File: src/rtl/fir_filter_axis_prog.sv
// Direct-form AXI-Stream FIR with runtime-writable coefficients, round-and-shift scaling and tlast-triggered zero flush.
// Define FIR_FILTER_AXIS_PROG_SAT_EN to saturate the scaled output; otherwise it wraps to DATA_W bits.
module fir_filter_axis_prog #(
  parameter int DATA_W    = 16,
  parameter int COEF_W    = 16,
  parameter int TAPS      = 8,
  parameter int OUT_SHIFT = 0,
  localparam int ADDR_W   = (TAPS > 1) ? $clog2(TAPS) : 1
) (
  input  logic              clk,
  input  logic              rst,
  input  logic [DATA_W-1:0] s_axis_tdata,
  input  logic              s_axis_tvalid,
  output logic              s_axis_tready,
  input  logic              s_axis_tlast,
  output logic [DATA_W-1:0] m_axis_tdata,
  output logic              m_axis_tvalid,
  input  logic              m_axis_tready,
  output logic              m_axis_tlast,
  input  logic              coef_wr_en,
  input  logic [ADDR_W-1:0] coef_addr,
  input  logic [COEF_W-1:0] coef_wdata
);

  localparam int ACC_W  = DATA_W + COEF_W + $clog2(TAPS);
  localparam int HIST_N = (TAPS > 1) ? TAPS - 1 : 1;
  localparam logic signed [ACC_W:0] RND     = ((ACC_W+1)'(1) << OUT_SHIFT) >> 1;
  localparam logic signed [ACC_W:0] SAT_MAX = {{(ACC_W+2-DATA_W){1'b0}}, {(DATA_W-1){1'b1}}};
  localparam logic signed [ACC_W:0] SAT_MIN = {{(ACC_W+2-DATA_W){1'b1}}, {(DATA_W-1){1'b0}}};

  typedef enum logic {RUN, FLUSH} state_t;

  state_t                   state;
  logic [ADDR_W-1:0]        flush_cnt;
  logic signed [COEF_W-1:0] coef    [TAPS];
  logic signed [DATA_W-1:0] hist_p0 [HIST_N];
  logic signed [DATA_W-1:0] data_p1;
  logic                     vld_p1;
  logic                     last_p1;

  logic                     slot_free;
  logic                     accept;
  logic                     flush_step;
  logic                     load;
  logic signed [DATA_W-1:0] x_new;
  logic signed [ACC_W-1:0]  acc;
  logic [ADDR_W:0]          addr_ext;

  function automatic logic signed [DATA_W-1:0] scale(input logic signed [ACC_W-1:0] a);
    logic signed [ACC_W:0] r;
    r = ((ACC_W+1)'(a) + RND) >>> OUT_SHIFT;
`ifdef FIR_FILTER_AXIS_PROG_SAT_EN
    if (r > SAT_MAX)
      scale = SAT_MAX[DATA_W-1:0];
    else if (r < SAT_MIN)
      scale = SAT_MIN[DATA_W-1:0];
    else
      scale = r[DATA_W-1:0];
`else
    scale = r[DATA_W-1:0];
`endif
  endfunction

  assign slot_free     = !vld_p1 || m_axis_tready;
  assign s_axis_tready = !rst && (state == RUN) && slot_free;
  assign accept        = s_axis_tvalid && s_axis_tready;
  assign flush_step    = (state == FLUSH) && slot_free;
  assign load          = accept || flush_step;
  assign x_new         = (state == RUN) ? signed'(s_axis_tdata) : '0;
  assign addr_ext      = {1'b0, coef_addr};

  // Stage p0: window of the new sample plus history, multiply-accumulate against current coefficients
  always_comb begin
    acc = ACC_W'(x_new) * ACC_W'(coef[0]);
    for (int k = 1; k < TAPS; k++)
      acc = acc + ACC_W'(hist_p0[k-1]) * ACC_W'(coef[k]);
  end

  // Stage p1: registered output slot, history shift and frame/flush sequencing
  always_ff @(posedge clk) begin
    if (rst) begin
      state     <= RUN;
      flush_cnt <= '0;
      vld_p1    <= 1'b0;
      last_p1   <= 1'b0;
      data_p1   <= '0;
      for (int k = 0; k < TAPS; k++)   coef[k]    <= '0;
      for (int k = 0; k < HIST_N; k++) hist_p0[k] <= '0;
    end else begin
      if (coef_wr_en && (addr_ext < (ADDR_W+1)'(TAPS)))
        coef[coef_addr] <= signed'(coef_wdata);
      if (load) begin
        hist_p0[0] <= x_new;
        for (int k = 1; k < HIST_N; k++) hist_p0[k] <= hist_p0[k-1];
        data_p1 <= scale(acc);
        vld_p1  <= 1'b1;
        if (state == RUN) begin
          if (s_axis_tlast && (TAPS > 1)) begin
            last_p1   <= 1'b0;
            flush_cnt <= ADDR_W'(TAPS - 1);
            state     <= FLUSH;
          end else begin
            last_p1 <= s_axis_tlast;
          end
        end else begin
          flush_cnt <= flush_cnt - 1'b1;
          if (flush_cnt == ADDR_W'(1)) begin
            last_p1 <= 1'b1;
            state   <= RUN;
          end else begin
            last_p1 <= 1'b0;
          end
        end
      end else if (m_axis_tready) begin
        vld_p1  <= 1'b0;
        last_p1 <= 1'b0;
      end
    end
  end

  assign m_axis_tdata  = data_p1;
  assign m_axis_tvalid = vld_p1;
  assign m_axis_tlast  = last_p1;

endmodule

File: config.mk
export PLATFORM = sky130hd
export DESIGN_NAME = fir_filter_axis_prog
export DESIGN_NICKNAME = d
export VERILOG_FILES = /design/src/rtl/fir_filter_axis_prog.sv
export SDC_FILE = /design/constraint.sdc
export NUM_CORES = 2
export LEC_CHECK = 0
export ABC_AREA = 1
export BUFFER_PORTS_ARGS = -buffer_cell sky130_fd_sc_hd__buf_2
export CORE_ASPECT_RATIO = 1.1
export CORE_MARGIN = 10
export CORE_UTILIZATION = 65
export DETAILED_ROUTE_END_ITERATION = 8
export HOLD_SLACK_MARGIN = 0.08
export PLACE_DENSITY_LB_ADDON = 0.3
export REMOVE_ABC_BUFFERS = 1
export SYNTH_ARGS = -nofsm -noshare
export SYNTH_HDL_FRONTEND = slang
export SYNTH_SLANG_ARGS = --single-unit
File: constraint.sdc
create_clock -name clk -period 25.2 [get_ports clk]
set_clock_uncertainty 0.2 [all_clocks]
set_input_delay 2.52 -clock clk [delete_from_list [all_inputs] [get_ports clk]]
set_output_delay 2.52 -clock clk [all_outputs]
set_load 0.005 [all_outputs]
-- After elaboration in Yosys (flattened, before gate mapping)
Memory sizes are Yosys's and may differ from the RTL's.
Index checks and enable logic that the tools add are counted.
- logic and storage cells: 75
- RAM bits: 240
- input bits: 41
- memories: 2
- output and inout bits: 19
- bits in registers: 22
- bitwise operators: 8
- reductions and logical operators: 13
- add/sub/neg operators: 8
- $mul: 8
- equality and inequality tests: 1
- $lt $le $gt $ge: 1
- multiplexer cells: 29
- memories (name ; depth ; width ; read ports ; clocked after Yosys merged registers in ; write ports ; line ; source):
    coef ; 8 ; 16 ; 8 ; 0 ; 8 ; 35 ; logic signed [COEF_W-1:0] coef [TAPS];
    hist_p0 ; 7 ; 16 ; 7 ; 0 ; 7 ; 36 ; logic signed [DATA_W-1:0] hist_p0 [HIST_N];
- operator list (operator ; count):
    16-bit two-way mux ; 9
    16-bit by 16-bit multiplier with 16-bit output ; 8
    16-bit adder ; 7
    1-bit two-way mux ; 17
    16-bit OR reduction ; 1
    3-bit two-way mux ; 3
    1-bit bitwise OR ; 7
    1-bit logical AND ; 5
    3-bit by 4-bit < comparator with 1-bit output, second input constant ; 1
    2-bit nonzero test ; 2
    3-bit by 1-bit == test with 1-bit output, second input constant ; 1
    3-bit by 1-bit subtractor with 3-bit output, second input constant ; 1
    1-bit logical NOT ; 2
    1-bit logical OR ; 2
    2-bit AND reduction ; 1
    1-bit NOT ; 1

-- Logic depth before layout (Yosys ltp)
- word-level depth: 9
- mapped depth: 44
- mapped depth without buffers: 42

-- Least setup slack after synthesis
No wires, ideal clock.
- kind: in2reg
- start point: input s_axis_tdata[4]
- end point: register data_p1[15] (netlist: m_axis_tdata[15])
- slack: 15.354 ns
- stages on the path: 33
- setup time: 0.113 ns
- arrival: 9.533 ns
- required time: 24.887 ns
- cells stage by stage: nand2_1 -> inv_1 -> nand2_1 -> fa_1 -> fa_1 -> inv_1 -> ha_1 -> inv_1 -> fa_1 -> inv_1 -> fa_1 -> fa_1 -> inv_1 -> fa_1 -> fa_1 -> inv_1 -> fa_1 -> fa_1 -> inv_1 -> fa_1 -> inv_1 -> ha_1 -> nand2_1 -> o21ai_0 -> nand3_1 -> nand2_1 -> nand2_1 -> nand2_1 -> o21ai_0 -> inv_1 -> nand3_1 -> nand3_1 -> nand2_1
- cells in the longest elaborated chain, start to end: 9
- ends and longest elaborated chain (what ; line ; source):
    from (decl) ; 12 ; input logic [DATA_W-1:0] s_axis_tdata,
    16-bit two-way mux ; 69 ; assign x_new = (state == RUN) ? signed'(s_axis_tdata) : '0;
    16-bit by 16-bit multiplier with 16-bit output ; 74 ; acc = ACC_W'(x_new) * ACC_W'(coef[0]);
    16-bit adder (7 in series) ; 76 ; acc = acc + ACC_W'(hist_p0[k-1]) * ACC_W'(coef[k]);
    to (signal assigned) ; 95 ; data_p1 <= scale(acc);
    to (decl) ; 37 ; logic signed [DATA_W-1:0] data_p1;
Every way passes these cells.
A chain may end at the register's enable or synchronous reset.

-- Worst setup path after layout
- start point: input s_axis_tdata[4]
- end point: register data_p1[14] (netlist: m_axis_tdata[14])
Same word-level chain as after synthesis.

==> metrics.md <==
| Metric | Value |
|---|---|
| Post-CTS setup buffers | `0` |
| Starting Density | `0.656` |
| Sequential area share after synthesis | `0.169` |
| Worst-margin pin slew | `approximately 1.2 ns` |
| Avg Cell Area, Syn | `between 8 and 9 um^2` |
| Worst-Skew Late Latency | `between 0.5 and 0.6 ns` |
| Top_reg_cell synth | `edfxtp_1` |
| Post-CTS Resized | `0` |
| # Max-Cap Violations | `0` |
| I/O Pins | `60` |
| Area delta synth->final | `4.51%` |
| Yosys reg bits | `roughly 260` |
| Area of the multi-input gates | `approximately 30000 um^2` |
| Die Wd | `around 270 um` |
| Clock root buffer master | `clkbuf_16` |
| Buf+Inv Stages, Crit Path | `11` |
| Synth Area in XOR/XNOR | `0.0209` |
| Fraction of layout instances using a drive strength above 1 | `0.0293` |
| DP HPWL | `between 100 and 150 mm` |
| Row count | `101` |
| Fin. Hold Viols | `0` |
| Syn Inst Count | `roughly 5600` |
| DR vias | `~35000` |
| Final Max Slew Viols | `0` |
| Syn. warnings | `0` |
| Critical Path RT | `25.50 ns` |
| Post-route cell area | `around 47000 um^2` |
| Fmax | `around 0.10 GHz` |
| Htree depth | `2` |
| Final setup fails | `0` |
| Post-place instance area | `between 40000 and 50000 um^2` |
| Total gr overflow | `0` |
| Crit. End Element | `flop` |
| Num CTS Buffers | `36` |
| Top post-synthesis cells by area | `fa_1 (35%), edfxtp_1 (16%), inv_1 (15%)` |
| Synth async-reset ratio | `0` |
| Initial antenna violation count | `1` |
| Synth top area share | `0.355` |
| Setup ws final | `approximately 15 ns` |
| Largest family of logic cells by synthesized area | `adder cells` |
| Die area | `between 80000 and 90000 um^2` |
| CP arrival | `between 10 and 15 ns` |
| Longest Clk Path Bufs | `3` |
| First-pass GRT wire length | `198 mm` |
| Nets | `between 6000 and 7000` |
| Setup TNS | `0 ns` |
| Worst-path clk slew | `about 0.060 ns` |
| Area leader, netlist | `fa_1` |
| Hold buffers post-CTS | `0` |
| Pre-CTS setup slack | `around 15 ns` |
| Avg Vias per Cell | `5.32` |
| Synth Area in Compound Gates | `0.00577` |
| Total global-route track usage | `0.320` |
| Router iterations before antenna repair | `6` |
| Crit path time final | `between 9 and 10 ns` |
| Number of synthesized flops with an enable pin | `240` |
| Hold crit path type | `flop to flop` |
| Vias in the first global route | `around 36000` |
| Overall routed net length | `approximately 130 mm` |
| Adder-Cell Fraction of Synth Area | `0.465` |
| Iter 0 DRT Violations | `about 3400` |
| CTS tree | `done` |
| Reg area | `between 7000 and 8000 um^2` |
| Post-synthesis mux area share | `0` |
| Largest net degree at the start of global routing | `between 60 and 70` |
| CP peak stage delay | `about 0.53 ns` |
| Outcome | `finished, final reports clean` |
| # port buffers | `between 50 and 60` |
| Delay-heaviest family, CP | `adder cells` |
| Count of cell types in the netlist | `36` |
| Routed length per instance | `between 15 and 20 um` |
| Crit-path max FO | `10` |
| Clk sinks | `262` |
| RePlAce Congestion | `about 0.94` |
| Hold_ws | `around 0.27 ns` |
| Die Y | `297 um` |
| Critical path class | `primary input to flop` |
| Max_slew headroom | `0.193` |
| Ratio of final minimum period to clock period | `0.397` |
| CP max stage cell | `fa_1` |
| Kind of start point of the critical path | `primary input` |
| Filler Cell Count | `between 5000 and 6000` |
| Simple-gate portion of the synthesized area | `0.170` |
| Final antenna-violating net count | `0` |
| DR DRC count | `0` |
| Mapped cell area | `45300 um^2` |
| Critical path's most frequent cell | `inv_1` |
| Core ar. | `69100 um^2` |
| RSZ-0062 raised after global routing | `no` |
-- through the flow --
stage / std cells / utilization
3_5_place_dp: 6428 / 0.667
3_3_place_gp: 6428 / 0.667
2_1_floorplan: 5431 / -
4_1_cts: 6494 / 0.685
5_1_grt: 6494 / 0.685
6_report: 6495 / 0.685
-- per-layer routing --
metal  GRT usage  vias up  wire length, um
met4       0.168        2             7760
met3      0.0649      356            12500
met1       0.409    16953            47700
met2       0.511     1644            58100
li1            -    15566                -
met5           0        -                9
-- path summary, 6_finish.rpt --
check | cells after the start | from | slack (ns) | endpoint
hold / removal | 2 | m_axis_tdata[6]$_SDFFE_PP0P_ | 0.27 | m_axis_tdata[6]$_SDFFE_PP0P_
setup / recovery | 38 | s_axis_tdata[4] | 15.20 | m_axis_tdata[14]$_SDFFE_PP0P_
setup reg to reg | 38 | state$_SDFFE_PP0P_ | 16.39 | m_axis_tdata[14]$_SDFFE_PP0P_
hold reg to reg | 2 | m_axis_tdata[6]$_SDFFE_PP0P_ | 0.27 | m_axis_tdata[6]$_SDFFE_PP0P_
-- layout by cell type, fill, tap and decap left out, types with 3 or more instances in the layout --
| cell | count |
|---|---|
| nand3b_1 | 20 |
| fa_1 | 803 |
| nand2b_1 | 3 |
| nand3_1 | 114 |
| or2_2 | 6 |
| buf_2 | 59 |
| nor2_1 | 362 |
| inv_1 | 1827 |
| a22o_1 | 5 |
| inv_6 | 3 |
| nand2_2 | 9 |
| dfxtp_1 | 22 |
| ha_1 | 401 |
| xor2_1 | 56 |
| inv_2 | 7 |
| buf_4 | 11 |
| edfxtp_1 | 240 |
| nand4_1 | 3 |
| a21oi_1 | 12 |
| clkbuf_16 | 37 |
| bufinv_16 | 6 |
| o21ai_0 | 19 |
| clkinv_2 | 6 |
| nand3_2 | 3 |
| clkinvlp_4 | 7 |
| nand2_1 | 1452 |
| xnor2_1 | 52 |
-- worst reg2reg max path: cells and delay by family (launching register included) --
family / cells / cell delay [ns]
and+or+nand+nor: 9 / 1.05
AOI/OAI and AO/OA: 6 / 0.84
buffers and inverters: 11 / 0.77
DFF: 1 / 0.56
adders and majority gates: 12 / 5.33
-- final cells by class --
type | instances | area share
well taps | 927 | 0.0245
repair buffers | 70 | 0.00798
clock buffers | 40 | 0.0200
clock inverters | 26 | 0.00692
multi-input cells | 3331 | 0.633
flip-flops and latches | 262 | 0.161
inverters | 1838 | 0.146
diodes | 1 | 0.0000528
-- synthesized netlist by cell type (2+ instances only) --
master       n
buf_2       25
xor2_1      56
ha_1       401
o21bai_1     2
xnor2_1     52
or2_2        6
nand2_1   1452
nand2_2      9
inv_2        7
dfxtp_1     22
nand2b_1     3
nand3_2      3
nand3_1    114
a22o_1       5
a21oi_1     12
fa_1       803
o21ai_0     19
nand3b_1    20
nand4_1      3
edfxtp_1   240
clkbuf_1   159
nor2_2       2
inv_1     1829
nor2_1     362
buf_6        4
-- cell families (layout without fill, tap and decap cells) --
group	after synthesis	in the layout
buffers and inverters	2028	1974
AND/OR/NAND/NOR	1975	1975
adder cells (fa/ha/maj)	1204	1204
flip-flops	262	262
XOR/XNOR	108	108
AO/OA/AOI/OAI	44	44
other	0	1
-- registers in the layout, indices dropped and copies added (netlist names) --
signal         flops
m_axis_tvalid      1
m_axis_tlast       1
hist_p0          112
m_axis_tdata      16
flush_cnt          3
state              1
coef             128
Power is left out: the tool's default activity adds up to more than one toggle a clock period on the data nets, which glitch-free logic cannot reach.
